$ cat src/rtl/obi_arb_pkg.sv
// Shared types for the instruction/data OBI arbiter.
package obi_arb_pkg;

    // Requester identity; also the value stored per in-flight transaction.
    typedef enum logic {
        SRC_INSTR = 1'b0,
        SRC_DATA  = 1'b1
    } obi_src_e;

    // Address-phase lock state: free to arbitrate, or holding a pending request.
    typedef enum logic {
        ARB_FREE   = 1'b0,
        ARB_LOCKED = 1'b1
    } arb_state_e;

    // The requester that is not s; used to advance the round-robin pointer.
    function automatic obi_src_e other_src(input obi_src_e s);
        return (s == SRC_INSTR) ? SRC_DATA : SRC_INSTR;
    endfunction

endpackage

$ cat src/rtl/obi_arb_src_fifo.sv
// In-order queue of 1-bit source IDs, one per transaction granted by memory
// and not yet answered. The head is read combinationally so responses can be
// routed in the same cycle they arrive.
module obi_arb_src_fifo #(
    parameter int  DEPTH = 2,
    localparam int PTR_W = (DEPTH > 1) ? $clog2(DEPTH) : 1,
    localparam int CNT_W = $clog2(DEPTH + 1)
) (
    input  logic             clock,
    input  logic             reset,
    input  logic             push,
    input  logic             push_id,
    input  logic             pop,
    output logic             head_id,
    output logic [CNT_W-1:0] count,
    output logic             full,
    output logic             empty
);

    logic [DEPTH-1:0] id_reg;
    logic [DEPTH-1:0] id_next;
    logic [PTR_W-1:0] wr_ptr_reg;
    logic [PTR_W-1:0] rd_ptr_reg;
    logic [CNT_W-1:0] count_reg;

    // Per-entry write enable: only the slot under the write pointer takes the new ID.
    for (genvar gi = 0; gi < DEPTH; gi++) begin : g_entry
        assign id_next[gi] = (push && (wr_ptr_reg == PTR_W'(gi))) ? push_id : id_reg[gi];
    end

    // Storage, pointers and occupancy; pointers wrap naturally since DEPTH is a power of two.
    always_ff @(posedge clock or posedge reset) begin
        if (reset) begin
            id_reg     <= '0;
            wr_ptr_reg <= '0;
            rd_ptr_reg <= '0;
            count_reg  <= '0;
        end else begin
            id_reg <= id_next;
            if (push) begin
                wr_ptr_reg <= wr_ptr_reg + PTR_W'(1);
            end
            if (pop) begin
                rd_ptr_reg <= rd_ptr_reg + PTR_W'(1);
            end
            case ({push, pop})
                2'b10:   count_reg <= count_reg + CNT_W'(1);
                2'b01:   count_reg <= count_reg - CNT_W'(1);
                default: count_reg <= count_reg;
            endcase
        end
    end

    assign head_id = id_reg[rd_ptr_reg];
    assign count   = count_reg;
    assign full    = (count_reg == CNT_W'(DEPTH));
    assign empty   = (count_reg == '0);

endmodule

$ cat src/rtl/obi_instr_data_arbiter.sv
// Two-to-one OBI arbiter sharing one memory port between instruction fetch
// and data access. Round-robin selection, address phase held stable while the
// memory stalls, in-order response routing via a source-ID FIFO.
module obi_instr_data_arbiter
    import obi_arb_pkg::*;
#(
    parameter int  MAX_OUTSTANDING = 2,
    parameter int  ADDR_W          = 32,
    parameter int  DATA_W          = 32,
    localparam int CNT_W           = $clog2(MAX_OUTSTANDING + 1)
) (
    input  logic                clock,
    input  logic                reset,
    input  logic                instr_req_i,
    input  logic [ADDR_W-1:0]   instr_addr_i,
    output logic                instr_gnt_o,
    output logic                instr_rvalid_o,
    output logic [DATA_W-1:0]   instr_rdata_o,
    input  logic                data_req_i,
    input  logic [ADDR_W-1:0]   data_addr_i,
    input  logic                data_we_i,
    input  logic [DATA_W/8-1:0] data_be_i,
    input  logic [DATA_W-1:0]   data_wdata_i,
    output logic                data_gnt_o,
    output logic                data_rvalid_o,
    output logic [DATA_W-1:0]   data_rdata_o,
    output logic                mem_req_o,
    output logic [ADDR_W-1:0]   mem_addr_o,
    output logic                mem_we_o,
    output logic [DATA_W/8-1:0] mem_be_o,
    output logic [DATA_W-1:0]   mem_wdata_o,
    input  logic                mem_gnt_i,
    input  logic                mem_rvalid_i,
    input  logic [DATA_W-1:0]   mem_rdata_i,
    output logic [CNT_W-1:0]    outstanding_o,
    output logic                proto_err_o
);

    arb_state_e state_reg, state_next;
    obi_src_e   lock_src_reg, lock_src_next;
    obi_src_e   rr_reg, rr_next;
    logic       proto_err_reg, proto_err_next;

    obi_src_e   sel_src;
    logic       sel_req;
    logic       handshake;
    logic       fifo_pop;
    logic       fifo_head;
    logic       fifo_full;
    logic       fifo_empty;

    // Source select: a pending locked request wins, otherwise the lone requester, otherwise rr.
    always_comb begin
        sel_src = rr_reg;
        if (state_reg == ARB_LOCKED) begin
            sel_src = lock_src_reg;
        end else if (instr_req_i && !data_req_i) begin
            sel_src = SRC_INSTR;
        end else if (data_req_i && !instr_req_i) begin
            sel_src = SRC_DATA;
        end
        sel_req = (sel_src == SRC_INSTR) ? instr_req_i : data_req_i;
    end

    // A full in-flight window blocks the port; a same-cycle rvalid frees a slot only next cycle.
    assign mem_req_o = sel_req && !fifo_full;
    assign handshake = mem_req_o && mem_gnt_i;

    assign instr_gnt_o = handshake && (sel_src == SRC_INSTR);
    assign data_gnt_o  = handshake && (sel_src == SRC_DATA);

    // Address phase mux: fetches are always full-word reads.
    always_comb begin
        mem_addr_o  = data_addr_i;
        mem_we_o    = data_we_i;
        mem_be_o    = data_be_i;
        mem_wdata_o = data_wdata_i;
        if (sel_src == SRC_INSTR) begin
            mem_addr_o  = instr_addr_i;
            mem_we_o    = 1'b0;
            mem_be_o    = '1;
            mem_wdata_o = '0;
        end
    end

    // Lock, round-robin and error next-state.
    always_comb begin
        state_next     = state_reg;
        lock_src_next  = lock_src_reg;
        rr_next        = rr_reg;
        proto_err_next = proto_err_reg;

        if (state_reg == ARB_LOCKED && !sel_req) begin
            // Requester withdrew a stalled address phase: abandon it and flag the violation.
            state_next     = ARB_FREE;
            proto_err_next = 1'b1;
        end else if (handshake) begin
            state_next = ARB_FREE;
        end else if (mem_req_o) begin
            state_next    = ARB_LOCKED;
            lock_src_next = sel_src;
        end

        if (handshake) begin
            rr_next = other_src(sel_src);
        end

        if (mem_rvalid_i && fifo_empty) begin
            proto_err_next = 1'b1;
        end
    end

    // Control state registers.
    always_ff @(posedge clock or posedge reset) begin
        if (reset) begin
            state_reg     <= ARB_FREE;
            lock_src_reg  <= SRC_INSTR;
            rr_reg        <= SRC_INSTR;
            proto_err_reg <= 1'b0;
        end else begin
            state_reg     <= state_next;
            lock_src_reg  <= lock_src_next;
            rr_reg        <= rr_next;
            proto_err_reg <= proto_err_next;
        end
    end

    // Responses with nothing in flight are dropped rather than popped.
    assign fifo_pop = mem_rvalid_i && !fifo_empty;

    obi_arb_src_fifo #(
        .DEPTH (MAX_OUTSTANDING)
    ) u_src_fifo (
        .clock   (clock),
        .reset   (reset),
        .push    (handshake),
        .push_id (sel_src),
        .pop     (fifo_pop),
        .head_id (fifo_head),
        .count   (outstanding_o),
        .full    (fifo_full),
        .empty   (fifo_empty)
    );

    assign instr_rvalid_o = fifo_pop && (fifo_head == SRC_INSTR);
    assign data_rvalid_o  = fifo_pop && (fifo_head == SRC_DATA);
    assign instr_rdata_o  = mem_rdata_i;
    assign data_rdata_o   = mem_rdata_i;
    assign proto_err_o    = proto_err_reg;

endmodule

$ cat config.mk
export PLATFORM = sky130hd
export DESIGN_NAME = obi_instr_data_arbiter
export DESIGN_NICKNAME = d
export VERILOG_FILES = /design/src/rtl/obi_arb_pkg.sv /design/src/rtl/obi_arb_src_fifo.sv /design/src/rtl/obi_instr_data_arbiter.sv
export SDC_FILE = /design/constraint.sdc
export NUM_CORES = 1
export LEC_CHECK = 0
export CORE_AREA = 2 2 110 112
export DETAILED_ROUTE_END_ITERATION = 8
export DIE_AREA = 0 0 112 114
export GPL_TIMING_DRIVEN = 0
export PLACE_DENSITY = 0.62
export SKIP_LAST_GASP = 1
export SYNTH_ARGS = -nofsm -noshare
export SYNTH_HDL_FRONTEND = slang
export SYNTH_SLANG_ARGS = --single-unit
$ cat constraint.sdc
create_clock -name clock -period 2.3 [get_ports clock]
set_input_delay 0.345 -clock clock [delete_from_list [all_inputs] [get_ports clock]]
set_output_delay 0.345 -clock clock [all_outputs]
set_load 0.005 [all_outputs]
# [Word-level counts from Yosys, hierarchy flattened]
# Cells that the tools add are included.
[totals] ff_bits=10 mem_bits_ro=0 ram_bits=0 latchBits=0 out_inout_bits=141 memories=0 input_bits=139
[classes] addsub=4 n_reduce_logical=23 n_eq_ne=3 mul=0 bitwise_logic=5 div_mod_pow=0 muxes=17 n_shift=0 order_cmp=1
[ops] operator="2-to-1 mux 32 bit" count=2
[ops] operator="logical AND 1 bit" count=13
[ops] operator="2-to-1 mux 1 bit" count=13
[ops] operator="zero test 1 bit" count=5
[ops] operator="inverter 1 bit" count=5
[ops] operator="== test 2 bit, second input constant" count=2
[ops] operator="2-to-1 mux 4 bit" count=1
[ops] operator="one-hot mux 2 bit (2 select lines)" count=1
[ops] operator="nonzero test 2 bit" count=2
[ops] operator="AND reduction 3 bit" count=1
[ops] operator="nonzero test 3 bit" count=1
[ops] operator="adder 1 bit, second input constant" count=2
[ops] operator="adder 2 x 1 -> 2 bit, second input constant" count=1
[ops] operator="== test 2 x 1 -> 1 bit, second input constant" count=1
[ops] operator="zero test 2 bit" count=1
[ops] operator="< comparator 1 x 2 -> 1 bit, second input constant" count=1
[ops] operator="subtractor 2 x 1 -> 2 bit, second input constant" count=1

# [Logic depth before layout (Yosys ltp)]
# Gate-level depths: netlist of the first run.
[depth] word_depth=10 ltp_mapped=7 depth_no_buf=6

# [Cells and area by module]
# A second synthesis of the first run with hierarchy kept.
[unflattened] cells_unflattened=196 area_unflattened_um2=1749.2
[modules_own_cells] module="obi_instr_data_arbiter" cells_each=173 area_each_um2=1476.4 n_inst=1
[modules_own_cells] module="obi_arb_src_fifo" cells_each=23 area_each_um2=272.8 n_inst=1

# [Worst setup path before layout of the first run]
# No wires, ideal clock.
[synth_path] kind="register -> output" start="register rr_reg" end="output mem_addr_o[14]" arrival_ps=1497 path_stages_with_launch=6 slack_ps=458 t_required_ps=1955 cell_sequence="dfrtp_1 -> maj3_2 -> mux2i_1 -> buf_4 -> buf_6 -> mux2_1"
[synth_between] elab_chain_len=4
[synth_rtl] element="start: declaration" line="obi_instr_data_arbiter.sv:41" source="obi_src_e rr_reg, rr_next;"
[synth_rtl] element="start signal: assignment" line="obi_instr_data_arbiter.sv:123" source="rr_reg <= rr_next;"
[synth_rtl] element="2-to-1 mux 1 bit" line="obi_instr_data_arbiter.sv:59" source="end else if (data_req_i && !instr_req_i) begin"
[synth_rtl] element="2-to-1 mux 1 bit" line="obi_instr_data_arbiter.sv:57" source="end else if (instr_req_i && !data_req_i) begin"
[synth_rtl] element="2-to-1 mux 1 bit" line="obi_instr_data_arbiter.sv:55" source="if (state_reg == ARB_LOCKED) begin"
[synth_rtl] element="2-to-1 mux 32 bit" line="obi_instr_data_arbiter.sv:78" source="if (sel_src == SRC_INSTR) begin"
[synth_rtl] element="end: declaration" line="obi_instr_data_arbiter.sv:28" source="output logic [ADDR_W-1:0] mem_addr_o,"
# Every way passes these cells.

# [Worst setup path after layout of the first run]
[layout_path] start="register rr_reg" end="output mem_addr_o[7]"
# The elaborated chain is that of the path after synthesis.

==> results of run 1 <==
-- area by class of cell --
| type | count | share of cell area [%] |
|---|---|---|
| Buffer | 73 | 12.2 |
| Clock buffer | 4 | 1.83 |
| Inverter | 6 | 0.463 |
| Multi-Input combinational cell | 104 | 19.4 |
| Sequential cell | 10 | 5.20 |
| Tap cell | 147 | 3.78 |
| Timing Repair Buffer | 284 | 57.1 |
-- repair_timing --
item | 4_1_cts | 5_1_grt
gates cloned | 3 | 0
endpoints found under the hold margin | 0 | 0
buffers inserted | 20 | 15
resized for setup | 254 | 51
pin swaps | 1 | 1
setup endpoints to repair | 71 | 70
-- kinds of logic after synthesis --
group,count (synthesis),synth area share (%)
simple gates,50,17.6
xor+xnor,5,2.66
mux,37,25.0
flops,10,15.2
compound gates,10,4.10
fa+ha+maj,2,1.44
buf+inv,79,34.1
-- through the flow --
step           util [%]  setup TNS [ns]  std cells  area, um2
2_1_floorplan         -               0        193       1650
3_3_place_gp       36.8          -41.48        587       4310
3_5_place_dp       36.8          -43.45        587       4310
4_1_cts            39.8           -4.12        614       4660
5_1_grt            41.5           -4.53        628       4860
6_report           41.5          -0.846        628       4860
-- worst max-delay path: stages (launching register included) --
cell and delay, ns:
dfrtp_1 0.37, maj3_2 0.33, mux2i_4 0.15, buf_4 0.16, buf_6 0.10, buf_4 0.10, mux2_2 0.31, dlygate4sd2_1 0.26
-- power breakdown --
group / internal, mW / switching, mW / total [mW]
Sequential: 0.264 / 0.0795 / 0.343
Clock: 0.262 / 0.0825 / 0.344
Combinational: 2.39 / 1.15 / 3.54
Total: 2.91 / 1.31 / 4.23
-- cells in the final DEF, fill, tap and decap left out, types with 3 or more instances in the layout --
| master | Yosys | final |
|---|---|---|
| mux2_2 | 10 | 7 |
| mux2_4 | 0 | 25 |
| xnor2_1 | 4 | 4 |
| clkdlybuf4s50_1 | 0 | 181 |
| nor2b_1 | 36 | 36 |
| buf_6 | 2 | 44 |
| buf_2 | 5 | 16 |
| mux2i_1 | 4 | 3 |
| inv_1 | 6 | 6 |
| clkdlybuf4s15_1 | 0 | 4 |
| or2_2 | 4 | 4 |
| dfrtp_1 | 10 | 8 |
| clkbuf_2 | 0 | 11 |
| buf_12 | 0 | 4 |
| clkbuf_16 | 0 | 3 |
| nor2_1 | 7 | 7 |
| buf_4 | 65 | 83 |
| dlymetal6s2s_1 | 0 | 8 |
-- worst paths after layout --
path | depth (start not counted) | endpoint | from
setup / recovery | 7 | mem_addr_o[7] | rr_reg$_DFFE_PP0P_
hold / removal | 2 | u_src_fifo.id_reg[0]$_DFFE_PP0P_ | reset
setup reg to reg | 6 | u_src_fifo.count[1]$_DFFE_PP0P_ | lock_src_reg$_DFFE_PP0P_
hold reg to reg | 2 | proto_err_o$_DFFE_PP0P_ | proto_err_o$_DFFE_PP0P_
max in group asynchronous | 2 | u_src_fifo.count[0]$_DFFE_PP0P_ | reset
min in group clock | 2 | proto_err_o$_DFFE_PP0P_ | proto_err_o$_DFFE_PP0P_
-- metal layers --
| metal | vias to the layer above | routed length [um] |
|---|---|---|
| met5 | - | 0 |
| li1 | 1136 | - |
| met4 | 0 | 34 |
| met1 | 1054 | 2970 |
| met2 | 133 | 4540 |
| met3 | 4 | 765 |
==> key figures, run 1 <==
STA
  • Final Hold Violating Endpoints: 0
  • Final worst setup slack: -0.0686 ns
  • Setup Skew: about 0.00095 ns
  • Highest clock rate: roughly 0.42 GHz
  • RSZ-0062 raised after global routing: true
  • Fin crit share: 103%
  • Final max-slew violation count: 0
  • Final setup vio count: 31
  • Period minus WS final: ~2.4 ns
  • Slew headroom: 66.9%
  • Worst-Margin Slew: 0.485 ns
  • Fin Hold WS: 0.390 ns

Synthesis
  • Top cells by area, synth: buf_4, mux2_1, dfrtp_1
  • Post-synth EDFFs: 0
  • Synth area leader: buf_4
  • Share of the synthesized area in the top cell type: around 30%
  • Most used DFF post-synth: dfrtp_1
  • Commonest cells in the netlist: buf_4, nor2b_1, mux2_1
  • Leading cell type by number of instances after synthesis: buf_4
  • Mapped Cells: 193
  • Seq cells post-synth: 10
  • Synth warn: 0
  • Yosys cell types: 25
  • Seq/Total Area, Yosys: approximately 15%
  • Post-Syn Area: about 1600 um2
  • Ys async rst share: 100%
  • Post-synthesis net count: approximately 330
  • Syn avg cell area: 8.54 um2

Power and ir drop
  • Overall power: between 4 and 5 mW
  • VDD IR-drop max: 0.000405 V
  • PwrDens: 869 nW/um2
  • Leakage: 2.29 nW

Setup path
  • Worst Path Required: between 1.5 and 2 ns
  • Crit Path Class: register to primary output
  • Crit end category: primary output
  • FF-to-FF setup slack: around 0.48 ns
  • CP arrival: 2.02 ns
  • Worst-path fanout max: 3
  • Worst Setup Start Kind: register

Cells and area
  • Fill cells: 1146
  • Multi-input logic area: 943 um2
  • Share of layout cells above drive strength 1: 42.8%
  • Area growth syn-to-layout: 195%
  • Nets@finish: just over 600
  • N_diodes: 0
  • Register area: roughly 250 um2

Die
  • Core Area: about 12000 um2
  • Top-Level Pins: 280
  • Die Width: 112 um
  • Row cnt: 40
  • Die height: 114 um
  • Total die area: 12800 um2
  • Initial Utilization: 14.1%

Placement
  • Final GP Congestion: 0.716
  • Port Buffers: 247
  • Pre-CTS WS: -0.777 ns
  • Hpwl dp: roughly 6.7 mm

Clock network
  • Max Root-Sink Buffers: 2
  • CTS Buf Count: 3
  • Clock latency on the worst-skew pair: 0.24 ns
  • Clock Sink Count: 10
  • CTS root buffer: clkbuf_16
  • Clock slew at reported path FFs: roughly 0.04 ns
  • CTS tree: done
  • Hold_buf cts: 0
  • CTS H-Tree Depth: 1

Global routing
  • GR peak layer: met2
  • Vias in the first global route: 2230
  • Gr ovfl total: 0
  • Tot GR Track Use: 11.2%
  • Initial antenna violation count: 0
  • First-pass GRT wire length: 11.7 mm
  • Grt met3 use: 3.19%
  • GR Util met1: 12.7%
  • Met2 global-route usage: 21.8%
  • Largest net degree at the start of global routing: 11

Hold path
  • Min-delay worst type: input port to asynchronous set/reset pin

Drt
  • WL per Instance: 13.2 um
  • DR vias: 2327
  • First-pass DRT Iterations: 4
  • DRT iter0 DRCs: 24
  • DR vias/cell: 3.71
  • Antenna Nets Post-Route: 0
  • Routed WL: 8.31 mm
  • Drt drc: 0

Run status
  • Status: finished, violations left
  • Violated checks: negative setup slack

Run
  • Max-Cap Viols: 0
Power figures use the tool's default switching activity.
==> inputs of run 2 (changes only) <==
--- a/config.mk
+++ b/config.mk
@@ -10,6 +10,7 @@
 export DIE_AREA = 0 0 112 114
 export GPL_TIMING_DRIVEN = 0
 export PLACE_DENSITY = 0.62
+export RECOVER_POWER = 50
 export SKIP_LAST_GASP = 1
 export SYNTH_ARGS = -nofsm -noshare
 export SYNTH_HDL_FRONTEND = slang
==> key figures, run 2 (synthesis gave the netlist of run 1 again) <==
STA
  • Setup Skew: 0.000943 ns (-0.00000513 ns)
  • RSZ-0062 raised after global routing: true
  • Final worst setup slack: -0.0686 ns (-0.00000580 ns)
  • Highest clock rate: 0.422 GHz (about the same)
  • Final setup vio count: 31 (unchanged)
  • Fin Hold WS: 0.463 ns (+0.0732 ns)
  • Fin crit share: 103% (about the same)
  • Slew headroom: 66.9% (unchanged)
  • Period minus WS final: 2.37 ns (+0.00000580 ns)
  • Final Hold Violating Endpoints: 0 (unchanged)
  • Final max-slew violation count: 0 (unchanged)
  • Worst-Margin Slew: 0.485 ns (unchanged)

Global routing
  • First-pass GRT wire length: 11.7 mm (unchanged)
  • Initial antenna violation count: 0 (unchanged)
  • Tot GR Track Use: 11.2% (unchanged)
  • Largest net degree at the start of global routing: 11 (unchanged)
  • Gr ovfl total: 0 (unchanged)
  • Vias in the first global route: 2230 (unchanged)

Die
  • Row cnt: 40 (unchanged)
  • Die height: 114 um (unchanged)
  • Core Area: 11700 um2 (unchanged)
  • Die Width: 112 um (unchanged)
  • Initial Utilization: 14.1% (unchanged)
  • Total die area: 12800 um2 (unchanged)
  • Top-Level Pins: 280 (unchanged)

Drt
  • Drt drc: 0 (unchanged)
  • DRT iter0 DRCs: 24 (unchanged)
  • DR vias/cell: 3.69 (-0.47%)
  • Antenna Nets Post-Route: 0 (unchanged)
  • WL per Instance: 13.2 um (-0.13%)
  • First-pass DRT Iterations: 4 (unchanged)
  • DR vias: 2316 (-0.47%)
  • Routed WL: 8.30 mm (-0.13%)

Hold path
  • Hold Path Cell Cnt: 2
  • Min-delay worst type: register to register

Power and ir drop
  • Sequential power share: 8.2% (about the same)
  • Clock group share of total power: 8.2% (about the same)
  • Switching share of power: 31.1% (+0.079 points)
  • VDD IR-drop max: 0.000405 V (unchanged)
  • Comb pwr share: 83.7% (about the same)
  • PwrDens: 866 nW/um2 (-0.37%)
  • Pint: 2.90 mW (-0.49%)
  • Overall power: 4.21 mW (-0.37%)
  • Leakage: 2.30 nW (+0.47%)
  • Psw: 1.31 mW (-0.12%)

Placement
  • Port Buffers: 247 (unchanged)
  • Final GP Congestion: 0.716 (unchanged)
  • Pre-CTS WS: -0.777 ns (unchanged)
  • Cell Count Post-Placement: 587 (unchanged)
  • Hpwl dp: 6.70 mm (unchanged)

Setup path
  • Slowest stage cell, crit path: dfrtp_1
  • Crit end category: primary output
  • Crit-path cells: maj3_2 -> mux2i_4 -> buf_4 -> buf_6 -> buf_4 -> mux2_2 -> dlygate4sd2_1
  • Worst Path Required: 1.96 ns (about the same)
  • R2R depth: 6 (unchanged)
  • CP arrival: 2.02 ns (about the same)
  • Worst Setup Start Kind: register
  • Worst-path fanout max: 3 (unchanged)
  • Most used cell, CP: buf_4
  • Max incr delay on CP: 0.37 ns (about the same)
  • Crit Path Class: register to primary output

Clock network
  • CTS H-Tree Depth: 1 (unchanged)
  • CTS tree: done
  • Clock slew at reported path FFs: 0.04 ns (about the same)
  • Max Root-Sink Buffers: 2 (unchanged)
  • Hold_buf cts: 0 (unchanged)
  • Clock latency on the worst-skew pair: 0.24 ns (about the same)
  • CTS Buf Count: 3 (unchanged)
  • Clock Sink Count: 10 (unchanged)
  • CTS root buffer: clkbuf_16

Cells and area
  • Share of layout cells above drive strength 1: 42.8% (unchanged)
  • Fill cells: 1146 (unchanged)
  • Commonest cells after routing, fill and taps aside: clkdlybuf4s50_1, buf_4, buf_6
  • N_diodes: 0 (unchanged)
  • Commonest non-fill, non-tap cell in the layout: clkdlybuf4s50_1
  • Area growth syn-to-layout: 195% (unchanged)
  • Nets@finish: 622 (unchanged)
  • Final Non-Filler Cells: 628 (unchanged)

Run status
  • Status: finished, violations left
  • Violated checks: negative setup slack

Run
  • Max-Cap Viols: 0 (unchanged)
==> run 2: final cells by class <==
class / count / area (um2) / area share (%)
timing repair buffer: 284 / 2780 / 57.1
multi-input combinational: 104 / 943 / 19.4
buffer: 73 / 594 / 12.2
sequential: 10 / 253 / 5.20
tap: 147 / 184 / 3.78
clock buffer: 4 / 88.8 / 1.83
inverter: 6 / 22.5 / 0.463
==> run 2: timing repair <==
action                                  CTS  global route
gates cloned                              3             0
gates resized for setup                 254            51
pin swaps                                 1             1
setup buffers                            20            15
endpoints found under the setup margin   71            70
==> run 2: final timing paths <==
kind | startpoint | endpoint | slack, ns
worst max-delay path | rr_reg$_DFFE_PP0P_ | mem_addr_o[7] | -0.07
worst min-delay path | proto_err_o$_DFFE_PP0P_ | proto_err_o$_DFFE_PP0P_ | 0.46
worst max register to register | lock_src_reg$_DFFE_PP0P_ | u_src_fifo.count[1]$_DFFE_PP0P_ | 0.48
worst min register to register | proto_err_o$_DFFE_PP0P_ | proto_err_o$_DFFE_PP0P_ | 0.46
max in group asynchronous | reset | u_src_fifo.count[0]$_DFFE_PP0P_ | 1.48
min in group asynchronous | reset | u_src_fifo.id_reg[0]$_DFFE_PP0P_ | 0.53
==> run 2: power groups by stage <==
stage | sequential, mW | combinational [mW] | clock, mW
after floorplan | 0.332 | 1.06 | 0
after global placement | 0.344 | 2.44 | 0
after detailed placement | 0.350 | 2.46 | 0
after CTS | 0.341 | 3.15 | 0.351
after global routing | 0.357 | 3.77 | 0.363
final | 0.343 | 3.52 | 0.344
==> run 2: routing by layer <==
metal | vias up | GRT usage [%] | wire (um)
li1 | 1135 | - | -
met1 | 1046 | 12.7 | 2970
met2 | 131 | 21.8 | 4540
met3 | 4 | 3.19 | 760
met4 | 0 | 1.06 | 34
met5 | - | 0 | 0
==> run 2: through the flow <==
stage	utilization, %	area [um2]	TNS, ns
after global placement	36.8	4310	-41.48
after floorplan	-	1650	0
after global routing	41.5	4860	-4.53
after CTS	39.8	4660	-4.12
after detailed placement	36.8	4310	-43.45
final	41.5	4860	-0.850
==> run 2: critical path, delay by kind of cell, from the launching register on <==
family,cells,cell delay [ns]
muxes,2,0.46
buffers and inverters,4,0.62
adders and majority gates,1,0.33
DFF,1,0.37
